==> config.mk <==
export PLATFORM = sky130hd
export DESIGN_NAME = fetch_resp_buffer_flat
export DESIGN_NICKNAME = d
export VERILOG_FILES = /design/src/rtl/fetch_resp_buffer_if.sv /design/src/rtl/fetch_resp_buffer.sv /design/src/flat_wrapper.sv
export SDC_FILE = /design/constraint.sdc
export NUM_CORES = 1
export LEC_CHECK = 0
export CELL_PAD_IN_SITES_DETAIL_PLACEMENT = 1
export CELL_PAD_IN_SITES_GLOBAL_PLACEMENT = 2
export CORE_MARGIN = 3
export CORE_UTILIZATION = 38
export DETAILED_ROUTE_END_ITERATION = 10
export HOLD_SLACK_MARGIN = 0.08
export PLACE_DENSITY = 0.79
export SYNTH_ARGS = -nofsm -noshare
export SYNTH_HDL_FRONTEND = slang
export SYNTH_SLANG_ARGS = --single-unit
==> constraint.sdc <==
create_clock -name clk -period 4.29 [get_ports clk]
set_input_delay 0.6435 -clock clk [delete_from_list [all_inputs] [get_ports clk]]
set_output_delay 0.6435 -clock clk [all_outputs]
set_load 0.05 [all_outputs]
==> src/rtl/fetch_resp_buffer_if.sv <==
// ----------------------------------------------------------------------------
// fetch_resp_buffer_if
//
// Bundles every signal between the fetch response buffer and its neighbours:
//   - fetch side : i_ar_fire, i_ar_addr, i_flush, o_stall
//   - AXI-lite R : i_rvalid, i_rdata, i_rresp, o_rready
//   - decode side: o_valid, i_ready, o_inst, o_pc, o_fault
//
// Modports:
//   slave  - the buffer itself (consumes i_*, drives o_*)
//   master - the environment around it (drives i_*, observes o_*)
// ----------------------------------------------------------------------------
interface fetch_resp_buffer_if #(
  parameter int XLEN = 64
);
  logic            i_ar_fire;
  logic [XLEN-1:0] i_ar_addr;
  logic            i_flush;
  logic            o_stall;

  logic            i_rvalid;
  logic [XLEN-1:0] i_rdata;
  logic [1:0]      i_rresp;
  logic            o_rready;

  logic            o_valid;
  logic            i_ready;
  logic [31:0]     o_inst;
  logic [XLEN-1:0] o_pc;
  logic            o_fault;

  modport slave (
    input  i_ar_fire,
    input  i_ar_addr,
    input  i_flush,
    output o_stall,
    input  i_rvalid,
    input  i_rdata,
    input  i_rresp,
    output o_rready,
    output o_valid,
    input  i_ready,
    output o_inst,
    output o_pc,
    output o_fault
  );

  modport master (
    output i_ar_fire,
    output i_ar_addr,
    output i_flush,
    input  o_stall,
    output i_rvalid,
    output i_rdata,
    output i_rresp,
    input  o_rready,
    input  o_valid,
    output i_ready,
    input  o_inst,
    input  o_pc,
    input  o_fault
  );
endinterface

==> src/rtl/fetch_resp_buffer.sv <==
// ----------------------------------------------------------------------------
// fetch_resp_buffer
//
// Sits between instruction fetch and decode. Every read fired on the AR
// channel has its PC pushed into a tag FIFO; each R beat pops the oldest tag
// and is presented to decode as {instruction, PC, fault} through a one-entry
// output register with a valid/ready handshake.
//
// A redirect (i_flush) throws away every read still in flight. Because the
// memory will still answer those reads, their count is moved into drop_cnt
// and that many future beats are swallowed before tags are consumed again.
// o_stall tells fetch that live plus doomed reads have used the whole budget.
//
// Ports:
//   clk, rstn        clock, synchronous active-low reset
//   bus (slave)      fetch AR notification, flush, stall, AXI-lite R channel,
//                    decode valid/ready/inst/pc/fault
// Parameters:
//   XLEN   data/address width, 32 or 64
//   DEPTH  maximum outstanding reads, power of two >= 2
// ----------------------------------------------------------------------------
module fetch_resp_buffer #(
  parameter int XLEN  = 64,
  parameter int DEPTH = 4
) (
  input  logic               clk,
  input  logic               rstn,
  fetch_resp_buffer_if.slave bus
);

  localparam int PW = $clog2(DEPTH);
  localparam int CW = $clog2(DEPTH + 1);
  localparam int HI = (XLEN == 64) ? 32 : 0;
  localparam logic [CW:0] DEPTH_W = (CW + 1)'(DEPTH);

  // Picks the 32-bit instruction out of an R beat. On a 64-bit bus the upper
  // word belongs to PCs with bit 2 set.
  function automatic logic [31:0] sel_inst(input logic [XLEN-1:0] data,
                                           input logic            upper);
    if ((XLEN == 64) && upper) begin
      return data[HI +: 32];
    end
    return data[31:0];
  endfunction

  // Tag FIFO storage and control.
  logic [XLEN-1:0] tag_mem [DEPTH];
  logic [PW-1:0]   wr_ptr;
  logic [PW-1:0]   rd_ptr;
  logic [CW-1:0]   cnt;
  logic [CW-1:0]   drop_cnt;
  logic [CW-1:0]   cnt_nxt;
  logic [CW-1:0]   drop_nxt;
  logic [CW:0]     occupancy;
  logic [XLEN-1:0] head_tag;

  // Per-cycle events.
  logic stall;
  logic ar_ok;
  logic push;
  logic draining;
  logic rready;
  logic beat;
  logic drop_beat;
  logic pop;
  logic load;
  logic out_take;

  // Output register.
  logic            vld_p1;
  logic [31:0]     inst_p1;
  logic [XLEN-1:0] pc_p1;
  logic            fault_p1;

  // Only rresp[1] distinguishes an error; OKAY/EXOKAY are equivalent here.
  logic unused_rresp0;
  assign unused_rresp0 = bus.i_rresp[0];

  assign occupancy = {1'b0, cnt} + {1'b0, drop_cnt};
  assign stall     = (occupancy == DEPTH_W);

  // An AR fired while stalled is a protocol error; refusing it keeps the
  // counters inside the budget.
  assign ar_ok     = bus.i_ar_fire & ~stall;
  assign push      = ar_ok & ~bus.i_flush;

  // Beats owed to flushed reads are accepted unconditionally so they never
  // block the new path behind a stalled decode.
  assign draining  = (drop_cnt != '0);
  assign rready    = draining | ((cnt != '0) & (~vld_p1 | bus.i_ready));
  assign beat      = bus.i_rvalid & rready;
  assign drop_beat = beat & draining;
  assign pop       = beat & ~draining;
  assign load      = pop & ~bus.i_flush;
  assign out_take  = vld_p1 & bus.i_ready;

  assign head_tag  = tag_mem[rd_ptr];

  always_comb begin
    cnt_nxt  = cnt;
    drop_nxt = drop_cnt;
    if (bus.i_flush) begin
      // Everything live, plus an AR firing now, becomes owed; a beat taken
      // this cycle settles one of them whichever counter it came from.
      cnt_nxt  = '0;
      drop_nxt = drop_cnt + cnt + CW'(ar_ok) - CW'(beat);
    end else begin
      cnt_nxt  = cnt + CW'(push) - CW'(pop);
      drop_nxt = drop_cnt - CW'(drop_beat);
    end
  end

  // ---- stage p0: request tracking (tag FIFO) ----
  always_ff @(posedge clk) begin
    if (!rstn) begin
      wr_ptr   <= '0;
      rd_ptr   <= '0;
      cnt      <= '0;
      drop_cnt <= '0;
    end else begin
      cnt      <= cnt_nxt;
      drop_cnt <= drop_nxt;
      if (push) begin
        wr_ptr <= wr_ptr + PW'(1);
      end
      // push is blocked during a flush, so wr_ptr is already final here.
      if (bus.i_flush) begin
        rd_ptr <= wr_ptr;
      end else if (pop) begin
        rd_ptr <= rd_ptr + PW'(1);
      end
    end
  end

  always_ff @(posedge clk) begin
    if (push) begin
      tag_mem[wr_ptr] <= bus.i_ar_addr;
    end
  end

  // ---- stage p1: instruction output register ----
  always_ff @(posedge clk) begin
    if (!rstn) begin
      vld_p1   <= 1'b0;
      inst_p1  <= '0;
      pc_p1    <= '0;
      fault_p1 <= 1'b0;
    end else begin
      if (bus.i_flush) begin
        vld_p1 <= 1'b0;
      end else if (load) begin
        vld_p1 <= 1'b1;
      end else if (out_take) begin
        vld_p1 <= 1'b0;
      end
      if (load) begin
        inst_p1  <= sel_inst(bus.i_rdata, head_tag[2]);
        pc_p1    <= head_tag;
        fault_p1 <= bus.i_rresp[1];
      end
    end
  end

  assign bus.o_stall  = stall;
  assign bus.o_rready = rready;
  assign bus.o_valid  = vld_p1;
  assign bus.o_inst   = inst_p1;
  assign bus.o_pc     = pc_p1;
  assign bus.o_fault  = fault_p1;

  ap_rvalid_known: assert property (@(posedge clk) disable iff (!rstn)
    !$isunknown(bus.i_rvalid));

  ap_no_stray_beat: assert property (@(posedge clk) disable iff (!rstn)
    !(bus.i_rvalid && (cnt == '0) && (drop_cnt == '0)));

  ap_budget: assert property (@(posedge clk) disable iff (!rstn)
    occupancy <= DEPTH_W);

  ap_no_ar_when_stalled: assert property (@(posedge clk) disable iff (!rstn)
    !(bus.i_ar_fire && stall));

  ap_rready_idle: assert property (@(posedge clk) disable iff (!rstn)
    !(rready && (cnt == '0) && (drop_cnt == '0)));

endmodule

==> src/flat_wrapper.sv <==
// flat-port wrapper written by rule: the top's interface ports become plain ports
module fetch_resp_buffer_flat 
#(
  parameter int XLEN  = 64,
  parameter int DEPTH = 4
)
  (clk, rstn, bus_i_ar_fire, bus_i_ar_addr, bus_i_flush, bus_o_stall, bus_i_rvalid, bus_i_rdata, bus_i_rresp, bus_o_rready, bus_o_valid, bus_i_ready, bus_o_inst, bus_o_pc, bus_o_fault);
  fetch_resp_buffer_if #(.XLEN(XLEN)) bus_i ();
  input  logic clk;
  input  logic rstn;
  input wire logic [$bits(bus_i.i_ar_fire)-1:0] bus_i_ar_fire;
  input wire logic [$bits(bus_i.i_ar_addr)-1:0] bus_i_ar_addr;
  input wire logic [$bits(bus_i.i_flush)-1:0] bus_i_flush;
  output wire logic [$bits(bus_i.o_stall)-1:0] bus_o_stall;
  input wire logic [$bits(bus_i.i_rvalid)-1:0] bus_i_rvalid;
  input wire logic [$bits(bus_i.i_rdata)-1:0] bus_i_rdata;
  input wire logic [$bits(bus_i.i_rresp)-1:0] bus_i_rresp;
  output wire logic [$bits(bus_i.o_rready)-1:0] bus_o_rready;
  output wire logic [$bits(bus_i.o_valid)-1:0] bus_o_valid;
  input wire logic [$bits(bus_i.i_ready)-1:0] bus_i_ready;
  output wire logic [$bits(bus_i.o_inst)-1:0] bus_o_inst;
  output wire logic [$bits(bus_i.o_pc)-1:0] bus_o_pc;
  output wire logic [$bits(bus_i.o_fault)-1:0] bus_o_fault;
  assign bus_i.i_ar_fire = bus_i_ar_fire;
  assign bus_i.i_ar_addr = bus_i_ar_addr;
  assign bus_i.i_flush = bus_i_flush;
  assign bus_o_stall = bus_i.o_stall;
  assign bus_i.i_rvalid = bus_i_rvalid;
  assign bus_i.i_rdata = bus_i_rdata;
  assign bus_i.i_rresp = bus_i_rresp;
  assign bus_o_rready = bus_i.o_rready;
  assign bus_o_valid = bus_i.o_valid;
  assign bus_i.i_ready = bus_i_ready;
  assign bus_o_inst = bus_i.o_inst;
  assign bus_o_pc = bus_i.o_pc;
  assign bus_o_fault = bus_i.o_fault;
  fetch_resp_buffer #(.XLEN(XLEN), .DEPTH(DEPTH)) u_core (.clk(clk), .rstn(rstn), .bus(bus_i));
endmodule
Word-level counts from Yosys, hierarchy flattened
Memories as Yosys holds them, arrays and structs flattened. A register that Yosys moved wholly into a read port is not among the register bits.
Cells that the tools add are included.
- word-level logic and storage cells: 53
- bits of input ports: 136
- register bits: 108
- memory bits (writable): 256
- memories kept: 1
- memories (name ; words ; bits a word ; rd ports ; clocked after Yosys merged registers in ; wr ports ; line ; source):
    u_core.tag_mem ; 4 ; 64 ; 1 ; 1 ; 1 ; fetch_resp_buffer.sv:47 ; logic [XLEN-1:0] tag_mem [DEPTH];
- reductions and logical operators: 5
- bitwise gates (word level): 15
- muxes and demuxes: 14
- equal/unequal tests: 1
- $add $sub $neg: 9
- operator list (operator ; number):
    $mux 32 ; 2
    $sub 3x1->3 ; 3
    $and 1x1->1 ; 8
    $mux 2 ; 4
    $mux 1 ; 7
    $add 3x1->3 ; 2
    $reduce_bool 3->1 ; 2
    $not 1->1 ; 5
    $add 2x1->2 const B ; 2
    $add 3x3->4 ; 1
    $eq 4x3->1 const B ; 1
    $reduce_bool 2->1 ; 2
    $add 3x3->3 ; 1
    $mux 3 ; 1
    $or 1x1->1 ; 2
    $reduce_or 2->1 ; 1

Logic depth before layout (Yosys ltp)
Gate-level depths: netlist of the first run.
- depth after elaboration: 10
- gate-level depth with buffers: 13
- depth with buffers taken out: 13

Worst setup path before layout of the first run
OpenSTA, ideal clock, no wires.
- path kind: reg-to-reg
- start: reg u_core.drop_cnt[0]
- end: reg u_core.drop_cnt[2]
- clock period less this slack: 3.609 ns
- data arrival time: 3.493 ns
- slack: 0.681 ns
- cell stages (with the launch flop): 14
- required time: 4.174 ns
- library setup time: 0.116 ns
- path through: dfxtp_1 -> ha_1 -> inv_1 -> fa_1 -> nor2_1 -> a21oi_1 -> nor3_1 -> nand2b_1 -> fa_1 -> inv_1 -> fa_1 -> xnor2_1 -> xnor2_1 -> o211a_1
- longest elaborated chain between the ends: 7
- elaborated cells between the ends (all ways): 13
- those cells by class: 5 x add/sub; 1 x eq/ne; 1 x mux; 5 x bitwise; 1 x reduce/logical
- RTL lines (item ; line ; source):
    start, declared ; fetch_resp_buffer.sv:51 ; logic [CW-1:0] drop_cnt;
    start signal, assigned ; fetch_resp_buffer.sv:122 ; drop_cnt <= drop_nxt;
    $add 3x3->4 ; fetch_resp_buffer.sv:79 ; assign occupancy = {1'b0, cnt} + {1'b0, drop_cnt};
    $eq 4x3->1 ; fetch_resp_buffer.sv:80 ; assign stall = (occupancy == DEPTH_W);
    via bus_o_stall ; flat_wrapper.sv:14 ; output wire logic [$bits(bus_i.o_stall)-1:0] bus_o_stall;
    $not 1->1 ; fetch_resp_buffer.sv:84 ; assign ar_ok = bus.i_ar_fire & ~stall;
    $and 1x1->1 ; fetch_resp_buffer.sv:84 ;
    $add 3x1->3 ; fetch_resp_buffer.sv:106 ; drop_nxt = drop_cnt + cnt + CW'(ar_ok) - CW'(beat);
    $sub 3x1->3 ; fetch_resp_buffer.sv:106 ;
    $mux 3 ; fetch_resp_buffer.sv:102 ; if (bus.i_flush) begin
The timed path passes the listed nets, and every way through them passes these cells.
A chain may end at the register's enable or synchronous reset.

Worst setup path in the final report of the first run
- start: reg u_core.drop_cnt[0]
- end: out bus_o_stall
- longest elaborated chain between the ends: 2
- RTL lines (item ; line):
    $add 3x3->4 ; fetch_resp_buffer.sv:79
    $eq 4x3->1 ; fetch_resp_buffer.sv:80
    end, declared ; flat_wrapper.sv:14
Every way passes these cells.

==> impl_metrics.toml, run 1 <==
[placed_design]
place_hpwl_um = 20000
gp_congestion = 0.732
io_buffers = 234
dp_cells = 1512

[route]
final_antenna_net_count = 0
wl_per_cell_um = 21.2
drc = 0
viasPerCell = 5.06
first_pass_iters = 4
first_iter_violations = 392
vias = 8031
routed_wl_um = 33600

[logic_synthesis]
syn_nets = 1013
synth_top_area_share_pct = 55.5
yosysMostFrequentCell = "edfxtp_1"
async_reset_ff_share_pct = 0
ys_top_cells_by_count = "256 x edfxtp_1, 138 x nand2_1, 110 x dfxtp_1, 65 x a21boi_0, 64 x mux4_2"
synth_area_sq_um = 13900
synthTopCellsByArea = "edfxtp_1 55%, dfxtp_1 16%, mux4_2 10%"
yosys_warnings = 0
netlist_instances = 860
syn_area_per_cell_sq_um = 16.1
synth.largest_area_cell = "edfxtp_1"
synthFlopType = "edfxtp_1"
synth_edf_count = 256
ys_seq_area_share_pct = 71.3
ys_seq_elements = 366
synth.distinct_cells = 30

[setup_path]
cp-end-kind = "output port"
crit_type = "flip-flop to output port"
r2r-start = "u_core.drop_cnt[0]$_SDFF_PN0_"
crit_path_start_kind = "flip-flop"
critPathArrivalTime_ns = 2.91
cp_max_fo = 4
required_ns = 3.65
r2r_cells = 8
r2r_slack_ns = 1.32
reg2reg_to = "u_core.tag_mem[3][4]$_DFFE_PP_"

[hold_path]
min_from = "u_core.bus.o_pc[63]$_SDFFE_PN0P_"
whs_path_depth = 2
holdPathEnd = "u_core.bus.o_pc[63]$_SDFFE_PN0P_"
min_path_type = "flip-flop to flip-flop"

[power_and_ir_drop]
powerDensity_nw_per_um2 = 476
power_mw = 8.57
p_leak_nw = 5.96
ir_worst_vdd_v = 0.000269

[clock_tree]
post_cts_resized = 0
clk_latency_ns = 0.54
htreeDepth = 2
cts_inserted_buffers = 40
cts_hold_buf = 0
clock-sinks = 366
clockRootBuffer = "clkbuf_16"
cts_buffer_depth = 3
post_cts_buffers = 0
cts_tree = "built"
clkSlewWorstSetupHoldPaths_ns = 0.06

[global_routing]
use_met3_pct = 4.77
grt_start_max_net_pins = 73
grt_use_total_pct = 17.1
met2_usage_pct = 28.9
grt_pass1_vias = 8772
use_met1_pct = 22.1
grt_pass1_wl_um = 51300
busiest_layer = "met2"
overflow = 0
antenna_found_initial = 3

[layout]
fin_util_pct = 50.4
drive_above_1_share_pct = 13.0
finalNonFillerCells = 1586
syn2layout_area_growth_pct = 29.9
antenna_cells = 0
nNetsFinal = 1246

[floorplanning]
core_sq_um = 35700
chipWidth_um = 197
num_io_pins = 236
fp.dieH_um = 197
placementRows = 69
initial_core_util_pct = 38.8
dieArea_sq_um = 38800

[job]
cap_violations = 0

[timing]
setup_viol = 0
period_share_pct = 82.8
final.setup.tns_ns = 0
rsz0062_at_grt = "false"
skew_ns = 0.0228
max_freq_mhz = 282
worst_pin_slew_ns = 1.02
relSlewSlack_pct = 31.9
slew_viol_final = 0
hold_viol = 0
period_needed_ns = 3.55

[status]
status = "finished clean"
[worst max path at each step]
stage                                  start                             to  cells past startpoint
3_5_place_dp                     bus_i_ready  u_core.drop_cnt[1]$_SDFF_PN0_                     11
5_1_grt        u_core.drop_cnt[0]$_SDFF_PN0_                    bus_o_stall                      7
6_report       u_core.drop_cnt[0]$_SDFF_PN0_                    bus_o_stall                      7
4_1_cts        u_core.drop_cnt[0]$_SDFF_PN0_                    bus_o_stall                      7
3_3_place_gp                     bus_i_ready  u_core.drop_cnt[1]$_SDFF_PN0_                     11
2_1_floorplan  u_core.drop_cnt[0]$_SDFF_PN0_  u_core.drop_cnt[2]$_SDFF_PN0_                     13
[stage by stage]
stage	worst slack (ns)	area (sq um)	hold WS (ns)
after detailed placement	1.07	16700	0.457
after global placement	1.06	16700	0.450
after CTS	0.644	18000	0.466
after global routing	0.514	18000	0.489
after floorplan	0.681	13900	0.469
final	0.739	18000	0.462
[state kept, by name (all words and copies together) (netlist names), named ones only]
| name | cells |
|---|---|
| u_core.wr_ptr | 2 |
| u_core.drop_cnt | 3 |
| u_core.bus.o_fault | 1 |
| u_core.cnt | 3 |
| u_core.bus.o_inst | 32 |
| u_core.rd_ptr | 2 |
| u_core.bus.o_valid | 1 |
| u_core.tag_mem | 256 |
| u_core.bus.o_pc | 64 |
[cells by family (layout without fill, tap and decap cells)]
family | count (synthesis) | after routing | synth area share, %
muxes | 99 | 99 | 12.9
adders and majority gates | 17 | 17 | 1.75
AOI/OAI and AO/OA | 138 | 138 | 6.30
and+or+nand+nor | 167 | 167 | 4.98
xor gates and xnor gates | 6 | 6 | 0.379
buffers and inverters | 67 | 332 | 2.32
DFF | 366 | 366 | 71.3
[metal layers]
layer  vias to the layer above  share of wire (%)
li1                       3688                  -
met1                      4028                 43
met2                       261                 48
met3                        48                7.4
met4                         6                1.8
met5                         -               0.13
[placed cells by master (no fill, tap or decap), drive strengths merged, types with 13 or more instances in the layout]
master	n
dfxtp	110
edfxtp	256
clkdlybuf4s50	233
nand2	138
mux2i	35
clkbuf	56
clkinv	15
mux4	64
a21boi	65
o21ai	34
a21oi	34
ha	13
inv	13
[power breakdown]
group,internal [mW],switching [mW]
sequential,3.96,0.0740
combinational,0.505,0.606
clock,2.06,1.36
[final cells by class]
class	instances	area [sq um]
clock inverters	18	178
inverters	13	48.8
repair buffers	245	2480
fillers	3470	17700
well taps	461	577
clock buffers	56	1150
multi-input cells	427	3660
flip-flops and latches	366	9900
[worst max-delay path: stages, from the launching register on]
cell and delay (ns):
dfxtp_1 0.37, ha_1 0.19, inv_1 0.05, fa_1 0.37, nor2_1 0.11, a21oi_1 0.07, nor3_1 0.31, clkdlybuf4s50_1 0.91
Note: power is estimated with default switching activity, not from simulation.
==> inputs of run 2 (changes only) <==
clock period = 3.5 ns   (was 4.29 ns; I/O delays follow)
==> run 2 against run 1 <==
  * Highest routed layer is now met4
  * Cell area is essentially flat
  * Clock power grew 15%
  * Clock skew shrank 0.0039 ns
  * First-iteration DRC count shrank 2.8%
  * Setup slack lost 0.20 ns
  * Global-route usage shrank 0.11 points
  * Final cell count grew 0.82%
  * Critical path depth is the same
  * Hold slack gained 0.0018 ns
  * Sequential cell count is the same
  * Combinational power grew 24%
==> impl_metrics.toml, run 2 (same netlist as run 1, synthesis figures left out) <==
[timing]
setup_viol = 0
skew_ns = 0.0189
rsz0062_at_grt = "false"
period_needed_ns = 2.96
period_share_pct = 84.5
hold_viol = 0
relSlewSlack_pct = 31.7
slew_viol_final = 0
worst_pin_slew_ns = 1.02
max_freq_mhz = 338
final.setup.tns_ns = 0
final.setup.worst_slack_ns = 0.541

[layout]
largest_reg_flops = 256
drive_above_1_share_pct = 12.6
nFillCells = 3438
nNetsFinal = 1255
layout_common_cells = "256 x edfxtp_1, 232 x clkdlybuf4s50_1, 138 x nand2_1"
layout_commonest_cell = "edfxtp_1"
finalNonFillerCells = 1599
syn2layout_area_growth_pct = 30.0
top_register = "u_core.tag_mem"

[setup_path]
crit_chain = "ha_1 -> inv_1 -> fa_1 -> nor2_1 -> a21oi_1 -> nor3_1 -> dlymetal6s2s_1"
crit_type = "flip-flop to output port"
crit_path_top_delay_cell = "dlymetal6s2s_1"
slowest_delay_ns = 0.49
crit_path_start_kind = "flip-flop"
required_ns = 2.97
cp-end-kind = "output port"
cp_max_fo = 4
cp_num_buf_inv = 2
path_delay_family = "adder cells"
critPathArrivalTime_ns = 2.43

[floorplanning]
fp.dieH_um = 197
dieArea_sq_um = 38800
initial_core_util_pct = 38.8
placementRows = 69
chipWidth_um = 197
num_io_pins = 236
core_sq_um = 35700

[clock_tree]
cts_tree = "built"
htreeDepth = 2
clkSlewWorstSetupHoldPaths_ns = 0.05
clockRootBuffer = "clkbuf_16"
cts_inserted_buffers = 41
clk_latency_ns = 0.52
clock-sinks = 366
cts_buffer_depth = 3

[route]
viasPerCell = 5.05
drc = 0
vias = 8068
final_antenna_net_count = 0
routed_wl_um = 33300
first_iter_violations = 381
wl_per_cell_um = 20.9
first_pass_iters = 4

[power_and_ir_drop]
p_leak_nw = 5.96
power_mw = 10.3
ir_worst_vdd_v = 0.000420
powerDensity_nw_per_um2 = 569

[placed_design]
gp_congestion = 0.703
dp_cells = 1520
dp_slack_ns = 0.429
io_buffers = 234
place_hpwl_um = 20900

[global_routing]
overflow = 0
grt_pass1_wl_um = 51100
grt_use_total_pct = 17.0
antenna_found_initial = 3
grt_start_max_net_pins = 80
grt_pass1_vias = 8802

[status]
status = "finished clean"

[hold_path]
min_path_type = "flip-flop to flip-flop"

[job]
cap_violations = 0
[run 2: changes by cell type in the layout (fill, tap and decap cells not counted), moves of 3 or more]
cell      before  now
clkbuf_8       5    1
clkbuf_1       9   22
buf_4          7   12
diode_2        0    4
buf_12         5    8
clkinv_2      11    6
[run 2: timing repair]
item	4_1_cts	5_1_grt
endpoints found under the setup margin	0	1
setup buffers	0	0
hold buffers	0	0
gates resized for setup	0	1
[run 2: worst paths after layout]
check / from / end / slack [ns] / cells after the start
worst max-delay path: u_core.drop_cnt[0]$_SDFF_PN0_ / bus_o_stall / 0.54 / 7
worst min-delay path: u_core.bus.o_pc[56]$_SDFFE_PN0P_ / u_core.bus.o_pc[56]$_SDFFE_PN0P_ / 0.46 / 2
worst max register to register: u_core.drop_cnt[0]$_SDFF_PN0_ / u_core.cnt[2]$_SDFF_PP0_ / 0.55 / 12
worst min register to register: u_core.bus.o_pc[56]$_SDFFE_PN0P_ / u_core.bus.o_pc[56]$_SDFFE_PN0P_ / 0.46 / 2
[run 2: through the flow]
stage / hold slack [ns] / utilization, % / area [sq um]
CTS: 0.467 / 50.4 / 18000
floorplan: 0.469 / - / 13900
detailed placement: 0.461 / 46.9 / 16800
finish: 0.464 / 50.4 / 18000
global placement: 0.450 / 46.9 / 16800
global route: 0.496 / 50.4 / 18000
[run 2: area by class of cell]
type | instances | area [sq um] | share of cell area, %
Clock inverter | 10 | 87.6 | 0.486
Inverter | 13 | 48.8 | 0.271
Timing Repair Buffer | 253 | 2580 | 14.3
Antenna cell | 4 | 10.0 | 0.0556
Sequential cell | 366 | 9900 | 54.9
Clock buffer | 65 | 1150 | 6.37
Tap cell | 461 | 577 | 3.20
Multi-Input combinational cell | 427 | 3660 | 20.3
[run 2: report_power, final]
| group | internal [mW] | switching [mW] |
|---|---|---|
| combinational | 0.633 | 0.748 |
| clock | 2.33 | 1.61 |
| sequential | 4.85 | 0.0891 |
[run 2: worst min-delay path: cells and delay by family, from the launching register on]
kind,cells,cell delay (ns)
flip-flops,1,0.30
AO/OA/AOI/OAI,1,0.07
AND/OR/NAND/NOR,1,0.04
[run 2: layer usage]
metal / wire length, um / GRT usage, % / part of all wire (%) / up-vias
met3: 2450 / 4.46 / 7.4 / 33
met1: 14200 / 21.5 / 42 / 4079
li1: - / - / - / 3707
met4: 404 / 3.78 / 1.2 / 0
met2: 16300 / 29.6 / 49 / 249
met5: 0 / 0 / 0 / -
